## config.mk

```make
export PLATFORM = sky130hd
export DESIGN_NAME = mem_port_arbiter
export DESIGN_NICKNAME = d
export VERILOG_FILES = /design/src/rtl/mem_port_arbiter.sv
export SDC_FILE = /design/constraint.sdc
export NUM_CORES = 1
export LEC_CHECK = 0
export CORE_ASPECT_RATIO = 0.5
export CORE_MARGIN = 2
export CORE_UTILIZATION = 40
export CTS_BUF_LIST = sky130_fd_sc_hd__clkbuf_8
export CTS_CLUSTER_SIZE = 14
export DETAILED_ROUTE_END_ITERATION = 8
export GPL_ROUTABILITY_DRIVEN = 0
export GPL_TIMING_DRIVEN = 1
export PLACE_DENSITY_LB_ADDON = 0.08
export SLEW_MARGIN = 20
export SYNTH_ARGS = -nofsm -noshare
export SYNTH_HDL_FRONTEND = slang
export SYNTH_SLANG_ARGS = --single-unit
```

## constraint.sdc

```tcl
create_clock -name clk -period 2.3 [get_ports clk]
set_clock_uncertainty 0.1 [all_clocks]
set_input_delay 0.46 -clock clk [delete_from_list [all_inputs] [get_ports clk]]
set_output_delay 0.46 -clock clk [all_outputs]
set_load 0.05 [all_outputs]
```

## src/rtl/mem_port_arbiter.sv

```systemverilog
// Arbitrates the unified memory port between instruction fetch (IF) and data load/store (MEM).
// Optional build macro MEM_ARB_ROUND_ROBIN_EN: alternate grants on ties instead of data-first priority.
module mem_port_arbiter #(
    parameter int ADDR_W  = 32,
    parameter int DATA_W  = 32,
    parameter int TIMEOUT = 64
) (
    input  logic              clk,
    input  logic              rst,
    input  logic              if_req,
    input  logic [ADDR_W-1:0] if_addr,
    output logic              if_ack,
    output logic [DATA_W-1:0] if_rdata,
    input  logic              d_req,
    input  logic              d_we,
    input  logic [ADDR_W-1:0] d_addr,
    input  logic [DATA_W-1:0] d_wdata,
    output logic              d_ack,
    output logic [DATA_W-1:0] d_rdata,
    output logic              mem_sel,
    output logic              mem_req,
    output logic              mem_we,
    output logic [ADDR_W-1:0] mem_addr,
    output logic [DATA_W-1:0] mem_wdata,
    input  logic [DATA_W-1:0] mem_rdata,
    input  logic              mem_ready,
    output logic              err,
    output logic              busy
);

    // Handshake: a requester holds req high until it samples its ack; ack is a
    // one-cycle pulse carrying rdata/err, and req must be low after that edge.
    localparam logic [1:0] ST_IDLE = 2'd0;
    localparam logic [1:0] ST_BUSY = 2'd1;
    localparam logic [1:0] ST_DONE = 2'd2;

    localparam int CNT_W = (TIMEOUT > 1) ? $clog2(TIMEOUT) : 1;
    localparam logic [CNT_W-1:0] CNT_LAST = CNT_W'(TIMEOUT - 1);

    logic [1:0]       state;
    logic [CNT_W-1:0] cnt;
    logic             grant_d;

`ifdef MEM_ARB_ROUND_ROBIN_EN
    logic last_grant;

    // On a tie the side not granted last wins; a lone requester always wins.
    assign grant_d = d_req & (~if_req | ~last_grant);
`else
    assign grant_d = d_req;
`endif

    assign busy = (state != ST_IDLE);

    always_ff @(posedge clk) begin
        if (rst) begin
            state     <= ST_IDLE;
            cnt       <= '0;
            mem_sel   <= 1'b0;
            mem_req   <= 1'b0;
            mem_we    <= 1'b0;
            mem_addr  <= '0;
            mem_wdata <= '0;
            if_ack    <= 1'b0;
            d_ack     <= 1'b0;
            if_rdata  <= '0;
            d_rdata   <= '0;
            err       <= 1'b0;
`ifdef MEM_ARB_ROUND_ROBIN_EN
            last_grant <= 1'b1;
`endif
        end else begin
            case (state)
                ST_IDLE: begin
                    if (if_req || d_req) begin
                        mem_sel   <= grant_d;
                        mem_addr  <= grant_d ? d_addr : if_addr;
                        mem_we    <= grant_d & d_we;
                        mem_wdata <= grant_d ? d_wdata : '0;
                        mem_req   <= 1'b1;
                        cnt       <= '0;
                        state     <= ST_BUSY;
`ifdef MEM_ARB_ROUND_ROBIN_EN
                        last_grant <= grant_d;
`endif
                    end
                end
                ST_BUSY: begin
                    if (mem_ready) begin
                        mem_req <= 1'b0;
                        err     <= 1'b0;
                        state   <= ST_DONE;
                        if (mem_sel) begin
                            d_rdata <= mem_we ? '0 : mem_rdata;
                            d_ack   <= 1'b1;
                        end else begin
                            if_rdata <= mem_rdata;
                            if_ack   <= 1'b1;
                        end
                    end else if (cnt == CNT_LAST) begin
                        mem_req <= 1'b0;
                        err     <= 1'b1;
                        state   <= ST_DONE;
                        if (mem_sel) begin
                            d_rdata <= '0;
                            d_ack   <= 1'b1;
                        end else begin
                            if_rdata <= '0;
                            if_ack   <= 1'b1;
                        end
                    end else begin
                        cnt <= cnt + CNT_W'(1);
                    end
                end
                ST_DONE: begin
                    // Extra cycle so a req still high while ack is sampled is not re-granted.
                    if_ack <= 1'b0;
                    d_ack  <= 1'b0;
                    err    <= 1'b0;
                    cnt    <= '0;
                    state  <= ST_IDLE;
                end
                default: begin
                    state <= ST_IDLE;
                end
            endcase
        end
    end

endmodule

```

Yosys cells after proc, flatten, opt, wreduce, memory -nomap -nowiden
Cells that the tools add are included.
{"block": "word_totals", "ff_bits": 142, "in_bits": 134, "output_inout_bits": 135}
{"block": "classes", "addsub": 1, "eq_ne": 11, "muxes": 34, "bitwise_logic": 1, "n_reduce_logical": 14}
{"operator": "$mux 32", "n": 11}
{"operator": "$mux 6", "n": 3}
{"operator": "$pmux 6 s3", "n": 1}
{"operator": "$ne 2x2->1 const B", "n": 7}
{"operator": "$reduce_and 4->1", "n": 3}
{"operator": "$mux 1", "n": 11}
{"operator": "$pmux 1 s2", "n": 4}
{"operator": "$reduce_bool 2->1", "n": 4}
{"operator": "$add 6x1->6 const B", "n": 1}
{"operator": "$eq 6x6->1 const B", "n": 1}
{"operator": "$mux 2", "n": 3}
{"operator": "$reduce_and 2->1", "n": 3}
{"operator": "$pmux 2 s2", "n": 1}
{"operator": "$ne 3x3->1 const B", "n": 1}
{"operator": "$reduce_and 3->1", "n": 1}
{"operator": "$reduce_bool 3->1", "n": 1}
{"operator": "$eq 2x1->1 const B", "n": 1}
{"operator": "$eq 2x2->1 const B", "n": 1}
{"operator": "$logic_not 2->1", "n": 1}
{"operator": "$and 1x1->1", "n": 1}
{"operator": "$logic_or 1x1->1", "n": 1}

Logic depth before layout (Yosys ltp)
Gate-level depths: netlist of the first run.
{"block": "depth", "ltp_word": 4, "mapped_depth": 9, "ltp_nobuf": 6}

Worst setup path after synthesis of the first run
Ideal clock, no wire load.
{"block": "synth_path", "path_kind": "flip-flop to flip-flop", "start": "register state[0]", "end": "register mem_addr[14]", "arrival_time_ps": 1736, "required_ps": 2114, "path_slack_ps": 379, "stages_incl_launch_ff": 10, "n_path_buf": 3, "path_cell_list": "dfxtp_1 > inv_1 > ha_1 > buf_2 > inv_1 > nor2_1 > buf_2 > buf_2 > nor2_1 > a211oi_1"}
{"block": "synth_between", "elab_chain_cells": 2}
{"element": "start: declaration", "line_no": "40", "source": "logic [1:0] state;"}
{"element": "start signal: assignment", "line_no": "57", "source": "state <= ST_IDLE;"}
{"element": "start signal: assignment", "line_no": "82", "source": "state <= ST_BUSY;"}
{"element": "start signal: assignment", "line_no": "92", "source": "state <= ST_DONE;"}
{"element": "$logic_not 2->1", "line_no": "73", "source": "case (state)"}
{"element": "$reduce_and 2->1 (no source line)"}
{"element": "end signal: assignment", "line_no": "77", "source": "mem_addr <= grant_d ? d_addr : if_addr;"}
{"element": "end: declaration", "line_no": "23", "source": "output logic [ADDR_W-1:0] mem_addr,"}
No other way between the ends.
A chain may end at the register's enable or synchronous reset.

Final worst setup path of the first run
{"block": "layout_path", "start": "register mem_addr[9]", "end": "output port mem_addr[9]"}
No word-level cell between the ends.

==> results.toml, run 1 <==
[outcome]
outcome = "finished, final reports clean"

[power]
combPwrFrac_pct = 30.0
swShare_pct = 36.2
seq_power_share_pct = 41.5
powerDensity_nw_per_um2 = 724
vdd_drop_max_uv = 330
power.internal_mw = 4.21
p_leak_nw = 3.31
power.net_switching_mw = 2.39
clockPowerShare_pct = 28.5

[placed_design]
io_buffers = 268
hpwl_microns = 11900

[global_route]
grt_max_degree = 66
antenna_found_initial = 0
grt_pass1_wl_microns = 27300
grt_pass1_vias = 5396
grt_overflow_total = 0
track_usage_pct = 21.4

[synth]
synth_top_area_share_pct = 48.4
syn_area_sq_um = 5880
syn_inst = 673
ys_ff_latch = 142
yosysTopAreaCell = "dfxtp_1"
synth_ff_type = "dfxtp_1"
ys_warn_count = 0
synth.most_common_cell = "dfxtp_1"
synth_edf_count = 0
synthArstFlopShare_pct = 0
synth_fp_nets = 813
syn_avg_cell_area_sq_um = 8.73
yosysSeqAreaShare_pct = 48.4
synthDistinctLibCells = 38
synth_top_cells_by_area = "dfxtp_1, mux2i_1, nand3_1"
synthTopCellsByCount = "dfxtp_1, nand2_1, nand3_1"

[critical_path]
setup.worst_path.start_class = "register"
cp_max_fo = 2
cp_slowest_cell = "clkdlybuf4s50_1"
path_class = "reg -> out"
path_delay_family = "buffers and inverters"
path_buf_inv = 1
max_stage_delay_ns = 0.84
cp.required_ns = 1.74
crit_arrival_ns = 1.62
r2r_cells = 7
cp.depth = 1
cp_cell_sequence = "clkdlybuf4s50_1"
setup.worst_path.end_class = "output pin"

[die]
design.core.area_sq_um = 14400
fp.dieArea_sq_um = 15700
fp.dieW_microns = 175
die_h_microns = 89.7
num_io_pins = 269
start_util_pct = 40.7
fp-row-count = 31

[detailed_routing]
drt.antenna.violating_nets = 0
wl_per_cell_microns = 15.0
dr.pass1.iters = 5
finalWirelength_microns = 17000
drcViolationCount = 0
via_per_inst = 4.95
vias = 5585
drt-initial-drc-count = 300

[clocking]
cts_root_buf = "clkbuf_8"
cts_tree = "built"
cts_buffers = 17
numClockSinks = 142
ctsHtreeMaxLevel = 4
hold_buffers = 0
cts_buffer_depth = 2
cts.clk_slew.worst_paths_ns = 0.09
insertion_delay_ns = 0.42

[finish]
area_growth_pct = 55.2
final_nets = 1058
antenna_cells = 0
fillers = 1266
fin_util_pct = 63.2
drive_gt1_share_pct = 6.77

[timing]
worstMarginPinSlew_ns = 0.612
post-route-period-util_pct = 94.6
relSlewSlack_pct = 59.1
slew_violations = 0
setup_viol = 0
fmax_ghz = 0.460
grt_setup_unrepaired = "no"
setup_tns_ns = 0
finalHoldViolCount = 0
fin_crit_ns = 2.18

[worst_hold_path]
hold_class = "in -> reg"
holdPathStages = 3

[run]
maxCapViolCount = 0
==> logic make-up (layout without fill, tap and decap cells) <==
logic type | count (synthesis) | count (layout) | share of synthesized area, %
AND/OR/NAND/NOR | 269 | 269 | 21.1
adder cells (fa/ha/maj) | 6 | 6 | 1.28
buffers and inverters | 64 | 322 | 4.96
AO/OA/AOI/OAI | 128 | 128 | 13.3
multiplexers | 64 | 64 | 10.9
flip-flops | 142 | 142 | 48.4
==> final cells by class <==
type | instances | area [sq um] | area share [%]
well taps | 198 | 248 | 2.72
clock buffers | 18 | 248 | 2.72
multi-input cells | 467 | 2760 | 30.3
inverters | 5 | 18.8 | 0.206
repair buffers | 285 | 2880 | 31.5
flip-flops and latches | 142 | 2850 | 31.2
clock inverters | 14 | 121 | 1.33
==> stage by stage <==
| stage | total power, mW | setup WS [ns] | cells | hold WS [ns] | area, sq um |
|---|---|---|---|---|---|
| after floorplan | 4.00 | 0.379 | 673 | 0.377 | 5880 |
| after global placement | 4.76 | -0.106 | 1097 | 0.338 | 8740 |
| after detailed placement | 4.79 | -0.156 | 1097 | 0.344 | 8740 |
| after CTS | 6.68 | 0.0113 | 1129 | 0.260 | 9110 |
| after global routing | 6.91 | 0.0169 | 1129 | 0.281 | 9120 |
| final | 6.60 | 0.125 | 1129 | 0.295 | 9120 |
==> layer usage <==
metal  up-vias  global-route usage (%)  routed length (microns)
li1       2816                       -                        -
met3        20                    6.60                     1070
met4         0                    6.34                      245
met5         -                       0                        0
met1      2577                    25.3                     7360
met2       172                    37.3                     8290
==> what timing repair did <==
item / in CTS / in global routing
setup buffers: 0 / 0
resized for setup: 1 / 3
cloned: 0 / 0
setup endpoints to repair: 1 / 1
==> flip-flops by register name (all words and copies together), names as in the netlist, 2 cells and up <==
name,cells
cnt,6
state,2
d_rdata,32
if_rdata,32
mem_wdata,32
mem_addr,32
==> power groups by stage <==
stage / clock (mW) / sequential (mW) / combinational (mW)
after floorplan: 0 / 3.40 / 0.604
after global placement: 0 / 2.79 / 1.97
after detailed placement: 0 / 2.80 / 1.99
after CTS: 1.94 / 2.74 / 1.99
after global routing: 2.04 / 2.77 / 2.11
final: 1.88 / 2.74 / 1.98
==> placed cells by master (no fill, tap or decap), drive strengths merged <==
master         Yosys  layout
buf               23      21
o21ai              6       6
nor2b              4       4
a311oi             1       1
a21o               1       1
nand4              4       4
nor3               1       1
and3               1       1
a22oi              1       1
nor3b              1       1
clkdlybuf4s50      0     263
o311ai             1       1
nand2b             1       1
or3                1       1
dfxtp            142     142
a221oi             1       1
a31oi              9       9
o41ai              1       1
o211ai             1       1
o21bai             3       3
a211oi            32      32
ha                 6       6
nand3             72      72
nor2              70      70
clkbuf            36      18
nand4b             3       3
nand2             77      77
a21oi             71      71
mux2i             64      64
inv                5      13
and2              31      31
or4                1       1
and4b              1       1
clkinvlp           0       2
dlygate4sd2        0       1
clkinv             0       4
or2                1       1
==> path summary, 6_finish.rpt <==
check / start / end / slack, ns
min reg2reg: if_rdata[1] / if_rdata[1] / 0.35
max reg2reg: state[1] / err / 0.43
max: mem_addr[9] / mem_addr[9] / 0.12
min: d_req / mem_wdata[6] / 0.30
No activity file was read; power rests on OpenSTA's default activity.
==> inputs of run 2 (changes only) <==
--- a/config.mk
+++ b/config.mk
@@ -7,7 +7,7 @@
 export LEC_CHECK = 0
 export CORE_ASPECT_RATIO = 0.5
 export CORE_MARGIN = 2
-export CORE_UTILIZATION = 40
+export CORE_UTILIZATION = 43
 export CTS_BUF_LIST = sky130_fd_sc_hd__clkbuf_8
 export CTS_CLUSTER_SIZE = 14
 export DETAILED_ROUTE_END_ITERATION = 8
==> run 2 against run 1 <==
Effect of this change:
- power up 7.1%
- via count up 1.4%
- highest routed layer unchanged
- sequential power about the same
- core utilization up 5.3 points
- global-route usage up 1.1 points
- non-clock buffer count up 4
- clock-buffer cell count up 1
- first-iteration DRC count up 13%
- design area up 0.97%
- die area down 6.7%
- critical path depth unchanged
- largest cell class unchanged
- sequential share of layout area down 0.33 points
==> results.toml, run 2 (synthesized netlist as in run 1, its figures left out) <==
[timing]
setup_ws_ns = 0.116
worstMarginPinSlew_ns = 0.641
setup_viol = 0
post-route-period-util_pct = 95.0
grt_setup_unrepaired = "no"
relSlewSlack_pct = 57.2
finalHoldViolCount = 0
fmax_ghz = 0.458
slew_violations = 0
setup_tns_ns = 0
fin_crit_ns = 2.18

[finish]
stdcell_count = 1110
layout_common_cells = "clkdlybuf4s50_1, dfxtp_1, nand2_1, nand3_1, a21oi_1"
final_common_cell = "clkdlybuf4s50_1"
drive_gt1_share_pct = 6.96
area_growth_pct = 56.7
antenna_cells = 0
final_nets = 1062

[clocking]
cts.clk_slew.worst_paths_ns = 0.09
ctsHtreeMaxLevel = 4
cts_root_buf = "clkbuf_8"
cts_resized = 3
cts_tree = "built"
cts_buffer_depth = 2
cts_buffers = 17
hold_buffers = 0
numClockSinks = 142
insertion_delay_ns = 0.43
postCtsSetupBuffers = 0

[die]
num_io_pins = 269
fp.dieW_microns = 169
start_util_pct = 43.7
fp.dieArea_sq_um = 14700
die_h_microns = 86.7
fp-row-count = 30
design.core.area_sq_um = 13400

[detailed_routing]
wl_per_cell_microns = 15.3
dr.pass1.iters = 5
drt-initial-drc-count = 340
vias = 5662
via_per_inst = 5.10
drt.antenna.violating_nets = 0
finalWirelength_microns = 17000
drcViolationCount = 0

[global_route]
grt_overflow_total = 0
grt_pass1_vias = 5192
grt_pass1_wl_microns = 26100
track_usage_pct = 22.5
antenna_found_initial = 0
grt_max_degree = 66

[critical_path]
path_buf_inv = 1
cp_slowest_cell = "clkdlybuf4s50_1"
path_class = "reg -> out"
setup.worst_path.start_class = "register"
cp.required_ns = 1.74
setup.worst_path.end_class = "output pin"
cp.depth = 1
crit_arrival_ns = 1.62
max_stage_delay_ns = 0.85
reg2reg_slack_ns = 0.22
path_delay_family = "buffers and inverters"
r2r_cells = 6
cp_cell_sequence = "clkdlybuf4s50_1"
cp_max_fo = 2

[placed_design]
io_buffers = 268
hpwl_microns = 11700
numPlacedInstances = 1079
dpl_worst_slack_ns = -0.153

[run]
maxCapViolCount = 0

[power]
powerDensity_nw_per_um2 = 768
power_mw = 7.07
vdd_drop_max_uv = 396
p_leak_nw = 3.36

[worst_hold_path]
holdPathStages = 2
hold_class = "in -> reg"

[outcome]
outcome = "finished, final reports clean"
## run 2: metal layers
metal / wire [microns] / vias up / share of wire, % / GRT usage, %
li1: - / 2820 / - / -
met1: 7420 / 2623 / 44 / 27.4
met2: 8170 / 199 / 48 / 39.0
met3: 1170 / 20 / 6.9 / 5.84
met4: 227 / 0 / 1.3 / 7.85
met5: 0 / - / 0 / 0
## run 2: final cells by class
| cell class | instances | area, sq um |
|---|---|---|
| clock buffers | 19 | 262 |
| clock inverters | 12 | 205 |
| fillers | 1098 | 4230 |
| inverters | 5 | 18.8 |
| multi-input cells | 467 | 2760 |
| flip-flops and latches | 142 | 2840 |
| well taps | 176 | 220 |
| repair buffers | 289 | 2900 |
## run 2: final timing paths
| check | start | to |
|---|---|---|
| worst max-delay path | mem_wdata[31] | mem_wdata[31] |
| worst min-delay path | rst | mem_wdata[14] |
| worst max register to register | cnt[0] | d_rdata[23] |
| worst min register to register | if_rdata[0] | if_rdata[0] |
## run 2: metrics by stage
stage          cell area (sq um)  hold slack, ns  util, %
2_1_floorplan               5880           0.377        -
3_3_place_gp                8730           0.337     65.0
3_5_place_dp                8730           0.342     65.0
4_1_cts                     9200           0.276     68.5
5_1_grt                     9210           0.295     68.5
6_report                    9210           0.301     68.5
## run 2: power breakdown
group,internal [mW],leakage (nW),switching (mW)
sequential,2.64,1.16,0.0971
clock,1.36,0.230,0.986
combinational,0.758,1.97,1.24
==> inputs of run 3 (changes only) <==
--- a/config.mk
+++ b/config.mk
@@ -7,13 +7,14 @@
 export LEC_CHECK = 0
 export CORE_ASPECT_RATIO = 0.5
 export CORE_MARGIN = 2
-export CORE_UTILIZATION = 43
+export CORE_UTILIZATION = 46
 export CTS_BUF_LIST = sky130_fd_sc_hd__clkbuf_8
 export CTS_CLUSTER_SIZE = 14
 export DETAILED_ROUTE_END_ITERATION = 8
 export GPL_ROUTABILITY_DRIVEN = 0
 export GPL_TIMING_DRIVEN = 1
-export PLACE_DENSITY_LB_ADDON = 0.08
+export PLACE_DENSITY = 0.88
+export REMOVE_ABC_BUFFERS = 1
 export SLEW_MARGIN = 20
 export SYNTH_ARGS = -nofsm -noshare
 export SYNTH_HDL_FRONTEND = slang
==> constraint.sdc (replaced) <==
create_clock -name clk -period 2.6 [get_ports clk]
set_clock_uncertainty 0.1 [all_clocks]
set_input_delay 0.52 -clock clk [delete_from_list [all_inputs] [get_ports clk]]
set_output_delay 0.52 -clock clk [all_outputs]
set_load 0.05 [all_outputs]
==> run 3 against run 2 <==
Effect of this change:
- clock-buffer cell count fell by 1
- clock power fell by 18%
- core utilization rose by 3.9 points
- via count rose by 2.1%
- non-clock buffer count fell by 4
- combinational power fell by 13%
- first-iteration DRC count rose by 23%
- cell count fell by 0.81%
- power fell by 14%
- die area fell by 6.3%
- hold slack improved by 0.051 ns
- critical path depth did not move
- critical path type unchanged
- largest power group unchanged
- highest routed layer unchanged
==> results.toml, run 3 (synthesized netlist as in run 1, its figures left out) <==
[outcome]
outcome = "finished, final reports clean"

[timing]
post-route-period-util_pct = 94.9
slew_violations = 0
worstMarginPinSlew_ns = 0.621
relSlewSlack_pct = 58.4
fin_crit_ns = 2.47
setup_viol = 0
grt_setup_unrepaired = "no"
fmax_ghz = 0.405
setup_ws_ns = 0.133
finalHoldViolCount = 0

[global_route]
antenna_found_initial = 0
grt_overflow_total = 0
grt_pass1_vias = 5754
grt_max_degree = 68
grt_pass1_wl_microns = 28400
track_usage_pct = 25.9

[critical_path]
r2r_cells = 6
cp_slowest_cell = "clkdlybuf4s50_1"
cp.depth = 1
cp.required_ns = 1.98
path_buf_inv = 1
path_delay_family = "buffers and inverters"
path_class = "reg -> out"
setup.worst_path.start_class = "register"
setup.worst_path.end_class = "output pin"
cp_max_fo = 8
cp_cell_sequence = "clkdlybuf4s50_1"
crit_arrival_ns = 1.85
max_stage_delay_ns = 0.87

[finish]
antenna_cells = 0
final_nets = 1058
final_common_cell = "clkdlybuf4s50_1"
area_growth_pct = 54.8
drive_gt1_share_pct = 6.44
layout_common_cells = "clkdlybuf4s50_1, dfxtp_1, nand2_1, nand3_1, a21oi_1"
seq_area_sq_um = 2840
fillers = 948
multi_input_area_sq_um = 2760

[die]
num_io_pins = 269
start_util_pct = 46.8
fp-row-count = 29
fp.dieW_microns = 164
die_h_microns = 83.9
design.core.area_sq_um = 12600
fp.dieArea_sq_um = 13800

[power]
p_leak_nw = 3.31
combPwrFrac_pct = 28.7
power.internal_mw = 3.98
clockPowerShare_pct = 31.4
seq_power_share_pct = 39.9
vdd_drop_max_uv = 420
powerDensity_nw_per_um2 = 668
power.net_switching_mw = 2.09
swShare_pct = 34.5
power_mw = 6.08

[detailed_routing]
dr.pass1.iters = 5
vias = 5781
drcViolationCount = 0
drt-initial-drc-count = 419
finalWirelength_microns = 17700
wl_per_cell_microns = 16.1
drt.antenna.violating_nets = 0
via_per_inst = 5.25

[worst_hold_path]
hold_class = "reg -> reg"
holdPathStages = 2

[clocking]
cts_tree = "built"
cts.clk_slew.worst_paths_ns = 0.09
hold_buffers = 0
cts_buffers = 17
postCtsSetupBuffers = 0
cts_root_buf = "clkbuf_8"
ctsHtreeMaxLevel = 4
cts_buffer_depth = 2
cts_resized = 0
insertion_delay_ns = 0.43
numClockSinks = 142

[run]
maxCapViolCount = 0

[placed_design]
hpwl_microns = 12600
io_buffers = 268
dpl_worst_slack_ns = 0.217
==> run 3: cell types whose count changed in the layout (fill, tap and decap cells not counted), moves of 2 or more <==
cell             previous run  this run
clkdlybuf4s50_1           263       265
bufinv_16                   5         3
clkinv_4                    0         3
buf_12                      5         3
buf_6                       2         0
==> run 3: layout make-up <==
cell class,count,area share [%]
Timing Repair Buffer,285,31.2
Clock buffer,18,2.72
Inverter,5,0.206
Clock inverter,14,1.98
Sequential cell,142,31.2
Multi-Input combinational cell,467,30.3
Tap cell,170,2.34
==> run 3: per-stage QoR <==
stage	cells	hold WS, ns	util (%)	cell area (sq um)	setup TNS [ns]
final	1101	0.353	72.5	9100	0
after global placement	1069	0.338	69.1	8670	0
after global routing	1101	0.372	72.5	9100	0
after CTS	1101	0.353	72.5	9100	0
after floorplan	614	0.366	-	5600	-71.61
after detailed placement	1069	0.343	69.1	8670	0
==> run 3: routing by layer <==
layer	part of all wire, %	GRT usage, %	routed length [microns]	up-vias
met5	0	0	0	-
met4	2.4	9.65	427	0
met3	5.4	5.91	965	35
met2	52	46.8	9220	183
met1	40	29.8	7130	2751
li1	-	-	-	2812
==> run 3: power by group through the flow <==
stage / Combinational, mW / Sequential [mW] / Clock, mW
finish: 1.74 / 2.43 / 1.91
global route: 1.85 / 2.45 / 2.03
CTS: 1.75 / 2.43 / 1.94
detailed placement: 1.74 / 2.48 / 0
global placement: 1.71 / 2.47 / 0
floorplan: 0.447 / 3.01 / 0
==> run 3: path summary, 6_finish.rpt <==
path	start	end	slack, ns
min reg2reg	mem_wdata[17]	mem_wdata[17]	0.35
max reg2reg	state[0]	cnt[4]	0.62
max	mem_sel	mem_sel	0.13
min	mem_wdata[17]	mem_wdata[17]	0.35
==> run 3: tightest hold or removal path, cell delays in order (launching register included) <==
cell	delay, ns
dfxtp_1	0.31
nand2_1	0.05
a21oi_1	0.05
